[config.mk]
export PLATFORM = sky130hd
export DESIGN_NAME = id_stage_pipe_flat
export DESIGN_NICKNAME = d
export VERILOG_FILES = /design/src/rtl/mips_pkg.sv /design/src/rtl/id_stage_pipe_if.sv /design/src/rtl/regfile_2r1w.sv /design/src/rtl/id_stage_pipe.sv /design/src/flat_wrapper.sv
export SDC_FILE = /design/constraint.sdc
export NUM_CORES = 2
export LEC_CHECK = 0
export BUFFER_PORTS_ARGS = -buffer_cell sky130_fd_sc_hd__buf_2
export CORE_AREA = 2 2 338 407
export DETAILED_ROUTE_END_ITERATION = 8
export DIE_AREA = 0 0 340 409
export PLACE_DENSITY = 0.62
export SLEW_MARGIN = 10
export SYNTH_ARGS = -nofsm -noshare
export SYNTH_HDL_FRONTEND = slang
export SYNTH_SLANG_ARGS = --single-unit
[constraint.sdc]
create_clock -name CLK -period 16.3 [get_ports CLK]
set_input_delay 4.89 -clock CLK [delete_from_list [all_inputs] [get_ports CLK]]
set_output_delay 4.89 -clock CLK [all_outputs]
set_load 0.05 [all_outputs]
[src/rtl/mips_pkg.sv]
// Shared MIPS decode constants: opcodes, instruction field positions, default widths.
package mips_pkg;

  localparam int DEF_DATA_W  = 32;
  localparam int DEF_REG_CNT = 32;
  localparam int DEF_ADDR_W  = 5;

  localparam logic [5:0] R_FORM  = 6'h00;
  localparam logic [5:0] OP_SW   = 6'h2B;
  localparam logic [5:0] OP_BEQ  = 6'h04;
  localparam logic [5:0] OP_BNE  = 6'h05;
  localparam logic [5:0] OP_ANDI = 6'h0C;
  localparam logic [5:0] OP_ORI  = 6'h0D;
  localparam logic [5:0] OP_XORI = 6'h0E;

  localparam int OP_MSB  = 31;
  localparam int OP_LSB  = 26;
  localparam int RS_MSB  = 25;
  localparam int RS_LSB  = 21;
  localparam int RT_MSB  = 20;
  localparam int RT_LSB  = 16;
  localparam int RD_MSB  = 15;
  localparam int RD_LSB  = 11;
  localparam int IMM_MSB = 15;
  localparam int IMM_LSB = 0;

  // Instructions whose rt field is a source operand rather than the destination.
  function automatic logic op_uses_rt(input logic [5:0] op);
    return (op == R_FORM) || (op == OP_SW) || (op == OP_BEQ) || (op == OP_BNE);
  endfunction

  function automatic logic op_zero_ext(input logic [5:0] op);
    return (op == OP_ANDI) || (op == OP_ORI) || (op == OP_XORI);
  endfunction

endpackage

[src/rtl/id_stage_pipe_if.sv]
// IF->ID instruction handshake, write-back port, EX hazard info and ID->EX stage outputs.
interface id_stage_pipe_if #(
  parameter int DATA_W = 32,
  parameter int ADDR_W = 5
);
  logic              in_valid;
  logic              in_ready;
  logic [31:0]       Ins;
  logic              wb_en;
  logic [ADDR_W-1:0] wb_addr;
  logic [DATA_W-1:0] wb_data;
  logic              ex_load;
  logic [ADDR_W-1:0] ex_dst;
  logic              out_valid;
  logic              out_ready;
  logic [DATA_W-1:0] Rdata1;
  logic [DATA_W-1:0] Rdata2;
  logic [DATA_W-1:0] Ed32;
  logic [ADDR_W-1:0] dst;
  logic              is_rform;

  modport master (
    output in_valid, Ins, wb_en, wb_addr, wb_data, ex_load, ex_dst, out_ready,
    input  in_ready, out_valid, Rdata1, Rdata2, Ed32, dst, is_rform
  );

  modport slave (
    input  in_valid, Ins, wb_en, wb_addr, wb_data, ex_load, ex_dst, out_ready,
    output in_ready, out_valid, Rdata1, Rdata2, Ed32, dst, is_rform
  );
endinterface

[src/rtl/regfile_2r1w.sv]
// Two-read one-write register file, r0 reads zero, out-of-range reads zero, sync reset.
// ID_WB_BYPASS_EN: a same-cycle write is forwarded to matching read ports (write-first).
module regfile_2r1w #(
  parameter int DATA_W  = 32,
  parameter int REG_CNT = 32,
  parameter int ADDR_W  = 5
) (
  input  logic              clk,
  input  logic              rst,
  input  logic              wr_en,
  input  logic [ADDR_W-1:0] wr_addr,
  input  logic [DATA_W-1:0] wr_data,
  input  logic [ADDR_W-1:0] ra1,
  input  logic [ADDR_W-1:0] ra2,
  output logic [DATA_W-1:0] rd1,
  output logic [DATA_W-1:0] rd2
);
  localparam int DEPTH = 2 ** ADDR_W;
  localparam logic [ADDR_W:0] CNT = REG_CNT[ADDR_W:0];

  logic [DATA_W-1:0] regs [DEPTH];
  logic              wr_hit;

  function automatic logic valid_addr(input logic [ADDR_W-1:0] a);
    return (a != '0) && ({1'b0, a} < CNT);
  endfunction

  assign wr_hit = wr_en && valid_addr(wr_addr);

  always_ff @(posedge clk) begin
    if (rst) begin
      for (int i = 0; i < DEPTH; i++) regs[i] <= '0;
    end else if (wr_hit) begin
      regs[wr_addr] <= wr_data;
    end
  end

  always_comb begin
    rd1 = valid_addr(ra1) ? regs[ra1] : '0;
    rd2 = valid_addr(ra2) ? regs[ra2] : '0;
`ifdef ID_WB_BYPASS_EN
    if (wr_hit && (wr_addr == ra1)) rd1 = wr_data;
    if (wr_hit && (wr_addr == ra2)) rd2 = wr_data;
`endif
  end

endmodule

[src/rtl/id_stage_pipe.sv]
// MIPS decode stage: register read, R/I decode, load-use stall, registered ID/EX output.
// Optional ID_WB_BYPASS_EN forwards same-cycle write-back into the operands captured.
module id_stage_pipe
  import mips_pkg::*;
#(
  parameter int DATA_W  = DEF_DATA_W,
  parameter int REG_CNT = DEF_REG_CNT,
  parameter int ADDR_W  = DEF_ADDR_W
) (
  input logic          CLK,
  input logic          RST,
  id_stage_pipe_if.slave bus
);
  logic [5:0]        opcode;
  logic [4:0]        rs_f, rt_f, rd_f;
  logic [15:0]       imm;
  logic [ADDR_W-1:0] rs_a, rt_a, rd_a;
  logic [DATA_W-1:0] rd1, rd2;

  logic              is_r_n;
  logic [ADDR_W-1:0] dst_n;
  logic [DATA_W-1:0] ext_n;
  logic              hazard;
  logic              accept;

  logic              vld_q;
  logic [DATA_W-1:0] rdata1_q, rdata2_q, ed32_q;
  logic [ADDR_W-1:0] dst_q;
  logic              is_r_q;

  assign opcode = bus.Ins[OP_MSB:OP_LSB];
  assign rs_f   = bus.Ins[RS_MSB:RS_LSB];
  assign rt_f   = bus.Ins[RT_MSB:RT_LSB];
  assign rd_f   = bus.Ins[RD_MSB:RD_LSB];
  assign imm    = bus.Ins[IMM_MSB:IMM_LSB];

  assign rs_a = ADDR_W'(rs_f);
  assign rt_a = ADDR_W'(rt_f);
  assign rd_a = ADDR_W'(rd_f);

  regfile_2r1w #(
    .DATA_W (DATA_W),
    .REG_CNT(REG_CNT),
    .ADDR_W (ADDR_W)
  ) u_rf (
    .clk    (CLK),
    .rst    (RST),
    .wr_en  (bus.wb_en),
    .wr_addr(bus.wb_addr),
    .wr_data(bus.wb_data),
    .ra1    (rs_a),
    .ra2    (rt_a),
    .rd1    (rd1),
    .rd2    (rd2)
  );

  always_comb begin
    is_r_n = (opcode == R_FORM);
    dst_n  = is_r_n ? rd_a : rt_a;
    if (is_r_n)                  ext_n = '0;
    else if (op_zero_ext(opcode)) ext_n = DATA_W'(imm);
    else                         ext_n = DATA_W'($signed(imm));
  end

  // Stall on a load in EX whose result this instruction reads.
  assign hazard = bus.ex_load && (bus.ex_dst != '0) &&
                  ((bus.ex_dst == rs_a) || (op_uses_rt(opcode) && (bus.ex_dst == rt_a)));

  assign bus.in_ready = !RST && !hazard && (!vld_q || bus.out_ready);
  assign accept       = bus.in_valid && bus.in_ready;

  always_ff @(posedge CLK) begin
    if (RST) begin
      vld_q    <= 1'b0;
      rdata1_q <= '0;
      rdata2_q <= '0;
      ed32_q   <= '0;
      dst_q    <= '0;
      is_r_q   <= 1'b0;
    end else if (accept) begin
      vld_q    <= 1'b1;
      rdata1_q <= rd1;
      rdata2_q <= rd2;
      ed32_q   <= ext_n;
      dst_q    <= dst_n;
      is_r_q   <= is_r_n;
    end else if (bus.out_ready) begin
      vld_q    <= 1'b0;
    end
  end

  assign bus.out_valid = vld_q;
  assign bus.Rdata1    = rdata1_q;
  assign bus.Rdata2    = rdata2_q;
  assign bus.Ed32      = ed32_q;
  assign bus.dst       = dst_q;
  assign bus.is_rform  = is_r_q;

endmodule

[src/flat_wrapper.sv]
// flat-port wrapper written by rule: the top's interface ports become plain ports
module id_stage_pipe_flat import mips_pkg::*;
#(
  parameter int DATA_W  = DEF_DATA_W,
  parameter int REG_CNT = DEF_REG_CNT,
  parameter int ADDR_W  = DEF_ADDR_W
)
  (CLK, RST, bus_in_valid, bus_Ins, bus_wb_en, bus_wb_addr, bus_wb_data, bus_ex_load, bus_ex_dst, bus_out_ready, bus_in_ready, bus_out_valid, bus_Rdata1, bus_Rdata2, bus_Ed32, bus_dst, bus_is_rform);
  id_stage_pipe_if #(.DATA_W(DATA_W), .ADDR_W(ADDR_W)) bus_i ();
  input logic CLK;
  input logic RST;
  input wire logic [$bits(bus_i.in_valid)-1:0] bus_in_valid;
  input wire logic [$bits(bus_i.Ins)-1:0] bus_Ins;
  input wire logic [$bits(bus_i.wb_en)-1:0] bus_wb_en;
  input wire logic [$bits(bus_i.wb_addr)-1:0] bus_wb_addr;
  input wire logic [$bits(bus_i.wb_data)-1:0] bus_wb_data;
  input wire logic [$bits(bus_i.ex_load)-1:0] bus_ex_load;
  input wire logic [$bits(bus_i.ex_dst)-1:0] bus_ex_dst;
  input wire logic [$bits(bus_i.out_ready)-1:0] bus_out_ready;
  output wire logic [$bits(bus_i.in_ready)-1:0] bus_in_ready;
  output wire logic [$bits(bus_i.out_valid)-1:0] bus_out_valid;
  output wire logic [$bits(bus_i.Rdata1)-1:0] bus_Rdata1;
  output wire logic [$bits(bus_i.Rdata2)-1:0] bus_Rdata2;
  output wire logic [$bits(bus_i.Ed32)-1:0] bus_Ed32;
  output wire logic [$bits(bus_i.dst)-1:0] bus_dst;
  output wire logic [$bits(bus_i.is_rform)-1:0] bus_is_rform;
  assign bus_i.in_valid = bus_in_valid;
  assign bus_i.Ins = bus_Ins;
  assign bus_i.wb_en = bus_wb_en;
  assign bus_i.wb_addr = bus_wb_addr;
  assign bus_i.wb_data = bus_wb_data;
  assign bus_i.ex_load = bus_ex_load;
  assign bus_i.ex_dst = bus_ex_dst;
  assign bus_i.out_ready = bus_out_ready;
  assign bus_in_ready = bus_i.in_ready;
  assign bus_out_valid = bus_i.out_valid;
  assign bus_Rdata1 = bus_i.Rdata1;
  assign bus_Rdata2 = bus_i.Rdata2;
  assign bus_Ed32 = bus_i.Ed32;
  assign bus_dst = bus_i.dst;
  assign bus_is_rform = bus_i.is_rform;
  id_stage_pipe #(.DATA_W(DATA_W), .REG_CNT(REG_CNT), .ADDR_W(ADDR_W)) u_core (.CLK(CLK), .RST(RST), .bus(bus_i));
endmodule
* After elaboration in Yosys (flattened, before gate mapping) *
Memory sizes are Yosys's and may differ from the RTL's.
Index checks and enable logic that the tools add are counted.

storage, ports and cells
  bits in registers = 103
  RAM bits = 1024
  input bits = 80
  logic and storage cells = 54
  memories kept = 1
  output and inout port bits = 104

memory list
  name              words  bits a word  read ports  clocked after memory_dff  wr ports  line                RTL
  u_core.u_rf.regs  32     32           2           0                         32        regfile_2r1w.sv:21  logic [DATA_W-1:0] regs [DEPTH];

cells by class
  mux-type cells = 15
  reduce and logical (&&, ||, !) cells = 24
  equal/unequal tests = 8

operators by type and width
  cell                                                                    count
  32-bit two-way mux                                                      5
  32-bit OR reduction                                                     1
  5-bit nonzero test                                                      4
  6-bit by 4-bit equality test with 1-bit output (second input constant)  3
  6-bit by 3-bit equality test with 1-bit output (second input constant)  2
  5-bit equality test                                                     2
  5-bit two-way mux                                                       2
  1-bit two-way mux                                                       8
  1-bit logical AND                                                       7
  1-bit logical OR                                                        7
  6-bit equality test (second input constant)                             1
  6-bit logical NOT                                                       1
  1-bit logical NOT                                                       3
  2-bit nonzero test                                                      1

* Longest topological paths before layout *
  depth after elaboration = 12
  mapped depth = 9
  mapped depth without buffers = 5

* By module *
Synthesis repeated with hierarchy kept, for this count alone.

unflattened totals
  cell total of the unflattened synthesis = 3948
  area total of the unflattened synthesis = 58089.5 sq um

by module, submodules not included
  module         cells each  sequential area each (sq um)  area an instance (sq um)  times used
  regfile_2r1w   3502        30749.5                       54232.0                   1
  id_stage_pipe  446         1761.7                        3857.4                    1

* Worst setup path after synthesis *
OpenSTA, ideal clock, no wires.

  path type = input port to output port
  from = input port bus_Ins[18]
  to = output port bus_in_ready
  setup slack = 4.291 ns
  data required time = 11.410 ns
  path buffers = 4
  data arrival time = 7.119 ns
  stages = 8
  cells stage by stage = buf_2 xor2_1 nor4_1 o211a_1 buf_4 buf_2 buf_2 a211oi_1

between the ends
  word-level cells in the longest chain between the ends = 7

RTL lines
  what                            line                 RTL
  start, declared                 flat_wrapper.sv:13   input wire logic [$bits(bus_i.Ins)-1:0] bus_Ins;
  5-bit equality test             id_stage_pipe.sv:67  ((bus.ex_dst == rs_a) || (op_uses_rt(opcode) && (bus.ex_dst == rt_a)));
  1-bit logical AND               id_stage_pipe.sv:67
  1-bit logical OR                id_stage_pipe.sv:67
  1-bit logical AND               id_stage_pipe.sv:66  assign hazard = bus.ex_load && (bus.ex_dst != '0) &&
  1-bit logical NOT               id_stage_pipe.sv:69  assign bus.in_ready = !RST && !hazard && (!vld_q || bus.out_ready);
  1-bit logical AND (2 in a row)  id_stage_pipe.sv:69
  end, declared                   flat_wrapper.sv:20   output wire logic [$bits(bus_i.in_ready)-1:0] bus_in_ready;

Every way passes these cells.

* Worst setup path in the final report *
  from = input port bus_Ins[20]
  to = output port bus_in_ready

Same word-level chain as after synthesis.

==> metrics.txt <==
# TYPE chip_impl_metric gauge
chip_impl_info{name="reg2reg_to",value="u_core.bus.Rdata1[8]"} 1
chip_impl_metric{name="clkLatencyLatePin",unit="ns"} 0.74
chip_impl_metric{name="flops_latches_synth",unit=""} 1112
chip_impl_info{name="cell_family_with_most_cp_delay",value="buffers and inverters"} 1
chip_impl_metric{name="portBuffers",unit=""} 183
chip_impl_info{name="setup.worst_path.class",value="input port to output port"} 1
chip_impl_metric{name="design.die.area",unit="um2"} 139000
chip_impl_info{name="hold_path.class",value="flop to flop"} 1
chip_impl_metric{name="post_synth_inst_count",unit=""} 3780
chip_impl_metric{name="synthesis.area_per_instance",unit="um2"} 15.0
chip_impl_metric{name="antenna_violations_before_repair",unit=""} 26
chip_impl_metric{name="cts_resized",unit=""} 0
chip_impl_metric{name="place_area",unit="um2"} 59500
chip_impl_info{name="hold_path.startpoint",value="u_core.bus.Ed32[12]"} 1
chip_impl_metric{name="peak_supply_drop",unit="V"} 0.0000823
chip_impl_metric{name="initialDrtViolationCount",unit=""} 5193
chip_impl_metric{name="post_route_cells_drive_above_1_share",unit="%"} 26.3
chip_impl_metric{name="postLayoutCellArea",unit="um2"} 63200
chip_impl_metric{name="min_delay_path_depth",unit=""} 2
chip_impl_metric{name="die_width",unit="um"} 340
chip_impl_metric{name="core_area",unit="um2"} 135000
chip_impl_metric{name="remaining_drc_errors",unit=""} 0
chip_impl_metric{name="worst-path-max-fanout",unit=""} 30
chip_impl_metric{name="synthArstFlopShare",unit="%"} 0
chip_impl_metric{name="synthesis.yosys.warnings",unit=""} 0
chip_impl_metric{name="cts_max_path_buffers",unit=""} 3
chip_impl_metric{name="cts-hold-fix-buffers",unit=""} 0
chip_impl_info{name="worst_setup_path_end_kind",value="output port"} 1
chip_impl_info{name="worstSetupStartpointType",value="input port"} 1
chip_impl_metric{name="first_global_vias",unit=""} 36800
chip_impl_info{name="grt_setup_unrepaired",value="no"} 1
chip_impl_metric{name="fin_setup_tns",unit="ns"} 0
chip_impl_metric{name="final.setup_skew",unit="ns"} 0.0358
chip_impl_info{name="tritoncts",value="yes"} 1
chip_impl_metric{name="grt_start_max_net_pins",unit=""} 97
chip_impl_metric{name="critPathBufInv",unit=""} 3
chip_impl_metric{name="final_setup_violations",unit=""} 0
chip_impl_metric{name="area.growth.synth_to_final",unit="%"} 11.8
chip_impl_metric{name="fmax",unit="GHz"} 0.0853
chip_impl_metric{name="timing.critical_path.arrival",unit="ns"} 6.84
chip_impl_metric{name="synth-seq-area-share",unit="%"} 57.5
chip_impl_metric{name="die-height",unit="um"} 409
chip_impl_metric{name="grt.total_usage",unit="%"} 28.7
chip_impl_metric{name="dr_total_vias",unit=""} 36600
chip_impl_metric{name="route.detailed.vias_per_inst",unit=""} 6.43
chip_impl_metric{name="ff2ff_path_depth",unit=""} 6
chip_impl_metric{name="final_nets",unit=""} 3875
chip_impl_metric{name="synth.cell_area",unit="um2"} 56500
chip_impl_metric{name="ant_nets",unit=""} 0
chip_impl_metric{name="start_util",unit="%"} 41.9
chip_impl_info{name="dominantRegCellSynth",value="edfxtp_1"} 1
chip_impl_metric{name="finalCritPeriodShare",unit="%"} 71.9
chip_impl_metric{name="timing.reg2reg.setup_slack",unit="ns"} 13.88
chip_impl_metric{name="first_pass_grt_wire_length",unit="um"} 280000
chip_impl_info{name="status",value="complete, no violations"} 1
chip_impl_metric{name="pin_count",unit=""} 184
chip_impl_metric{name="power.density_cell_area",unit="nW/um2"} 108
chip_impl_metric{name="postCtsSetupRepairBufs",unit=""} 0
chip_impl_metric{name="maxSlewViolCount",unit=""} 0
chip_impl_metric{name="cts_buffers",unit=""} 112
chip_impl_metric{name="row_count",unit=""} 148
chip_impl_metric{name="slew_headroom",unit="%"} 14.1
chip_impl_info{name="worst_setup_path_startpoint",value="bus_Ins[20]"} 1
chip_impl_metric{name="power.leakage",unit="nW"} 21.7
chip_impl_metric{name="dpl_hpwl",unit="um"} 121000
chip_impl_metric{name="fin_crit",unit="ns"} 11.73
chip_impl_metric{name="weighted_congestion_at_the_end_of_routability_driven_global_placement",unit=""} 0.858
chip_impl_metric{name="detail_route.first_pass.iterations",unit=""} 6
chip_impl_info{name="cts_root_buffer",value="clkbuf_16"} 1
chip_impl_metric{name="clk_pin_slew_worst_paths",unit="ns"} 0.06
chip_impl_metric{name="globalRoute.totalOverflow",unit=""} 0
chip_impl_metric{name="maxCapViolCount",unit=""} 0
chip_impl_metric{name="clock_sink_total",unit=""} 1112
chip_impl_metric{name="totalWireLength",unit="um"} 201000
chip_impl_info{name="worst_path_most_repeated_cell",value="buf_2"} 1
chip_impl_metric{name="synth_edf_count",unit=""} 1024
chip_impl_info{name="cp_slowest_cell",value="buf_2"} 1
chip_impl_metric{name="crit_path_max_incr_delay",unit="ns"} 0.59
chip_impl_metric{name="worst_pin_slew",unit="ns"} 1.28
chip_impl_metric{name="post_drt_wl_per_cell",unit="um"} 35.2
chip_impl_metric{name="finalHoldViolCount",unit=""} 0
chip_impl_metric{name="worst-endpoint-required",unit="ns"} 11.41
chip_impl_info{name="hold_path_end",value="u_core.bus.Ed32[12]"} 1
chip_impl_metric{name="n_fill_cell",unit=""} 11500
chip_impl_info{name="crit-reg2reg-launch",value="u_core.bus.out_valid"} 1
chip_impl_metric{name="cts_max_level",unit=""} 3
chip_impl_metric{name="synth.distinct_cells",unit=""} 53
chip_impl_info{name="worstPathCellList",value="buf_2, xor2_1, nor4_1, o211a_1, buf_4, a211oi_1, buf_2"} 1
## how the worst max path moves through the flow
stage                   endpoint  slack (ns)  cells past startpoint
finish              bus_in_ready        4.57                      7
CTS                 bus_in_ready        4.59                      7
floorplan           bus_in_ready        4.29                      8
global placement    bus_in_ready        4.63                      7
detailed placement  bus_in_ready        4.64                      7
global route        bus_in_ready        4.45                      7
## metrics by stage
step / std cells / power (mW) / worst slack (ns) / hold slack (ns) / util (%)
2_1_floorplan: 3811 / 3.95 / 4.29 / 0.674 / -
3_3_place_gp: 5481 / 4.24 / 4.63 / 0.446 / 44.1
3_5_place_dp: 5481 / 4.25 / 4.64 / 0.447 / 44.1
4_1_cts: 5691 / 6.83 / 4.59 / 0.457 / 46.8
5_1_grt: 5692 / 6.98 / 4.45 / 0.471 / 46.8
6_report: 5702 / 6.82 / 4.57 / 0.455 / 46.8
## synth_stat cells (all sizes together) (2+ instances only)
cell type / instances / area [um2]
edfxtp: 1024 / 30700
and2: 993 / 6210
mux4: 465 / 10500
clkbuf: 284 / 1070
o22ai: 197 / 1230
buf: 141 / 791
mux2i: 105 / 1050
dfxtp: 88 / 1760
nand2: 52 / 195
a22oi: 45 / 338
nor2: 42 / 158
nand3: 33 / 165
nor4: 33 / 206
a22o: 32 / 280
a32o: 32 / 320
o21ai: 31 / 155
o22a: 31 / 272
nor3: 26 / 130
or3: 15 / 93.8
o211ai: 13 / 97.6
a31oi: 12 / 75.1
nor2b: 12 / 75.1
o221ai: 12 / 105
xor2: 10 / 87.6
a211oi: 7 / 90.1
nand2b: 7 / 43.8
mux2: 6 / 71.3
nand3b: 5 / 37.5
or2: 5 / 31.3
a21o: 3 / 22.5
inv: 3 / 11.3
nor3b: 2 / 15.0
o21a: 2 / 22.5
## sequential cells by signal, indices dropped and copies added (netlist names)
name	flops
u_core.u_rf.regs	1024
u_core.bus.is_rform	1
u_core.bus.Ed32	17
u_core.bus.dst	5
u_core.bus.Rdata1	32
u_core.bus.out_valid	1
u_core.bus.Rdata2	32
## cell families after synthesis
| family | after synthesis | synth area share, % |
|---|---|---|
| AND/OR/NAND/NOR | 1230 | 13.1 |
| flip-flops | 1112 | 57.5 |
| multiplexers | 576 | 20.5 |
| buffers and inverters | 428 | 3.30 |
| AO/OA/AOI/OAI | 423 | 5.42 |
| XOR/XNOR | 10 | 0.155 |
| other | 1 | 0.00663 |
## cell usage in the layout, fill, tap and decap left out, drive strengths merged, types with 33 or more instances in the layout
master	netlist	routed
o22ai	197	197
edfxtp	1024	1024
nor2	42	42
clkinv	0	47
and2	993	993
nand2	52	52
clkbuf	284	154
mux2i	105	105
dfxtp	88	88
nor4	33	33
buf	141	295
mux4	465	465
nand3	33	33
a22oi	45	45
## report_power, final
group	leakage, nW	switching (mW)	internal [mW]	total [mW]
Combinational	9.41	0.527	0.305	0.832
Clock	1.81	1.14	1.48	2.62
Sequential	10.5	0.0909	3.28	3.37
## metal layers
layer / up-vias / GRT usage (%) / wire length, um
met5: - / 0.590 / 289
met4: 28 / 15.4 / 11800
met3: 582 / 7.13 / 21100
met2: 2395 / 45.4 / 94200
met1: 19000 / 36.4 / 73500
li1: 14700 / - / -
## layout make-up
class | count | area, um2 | area share [%]
multi-input cells | 2271 | 22900 | 36.3
diodes | 11 | 27.5 | 0.0435
repair buffers | 295 | 1830 | 2.90
clock inverters | 56 | 510 | 0.808
clock buffers | 154 | 3140 | 4.96
well taps | 1800 | 2250 | 3.56
inverters | 3 | 12.5 | 0.0198
flip-flops and latches | 1112 | 32500 | 51.4
## tightest hold or removal path, stage by stage (launching register included)
cell and delay (ns):
dfxtp_1 0.30, nand2_1 0.05, mux2i_1 0.05
(Power assumes the default switching activity.)
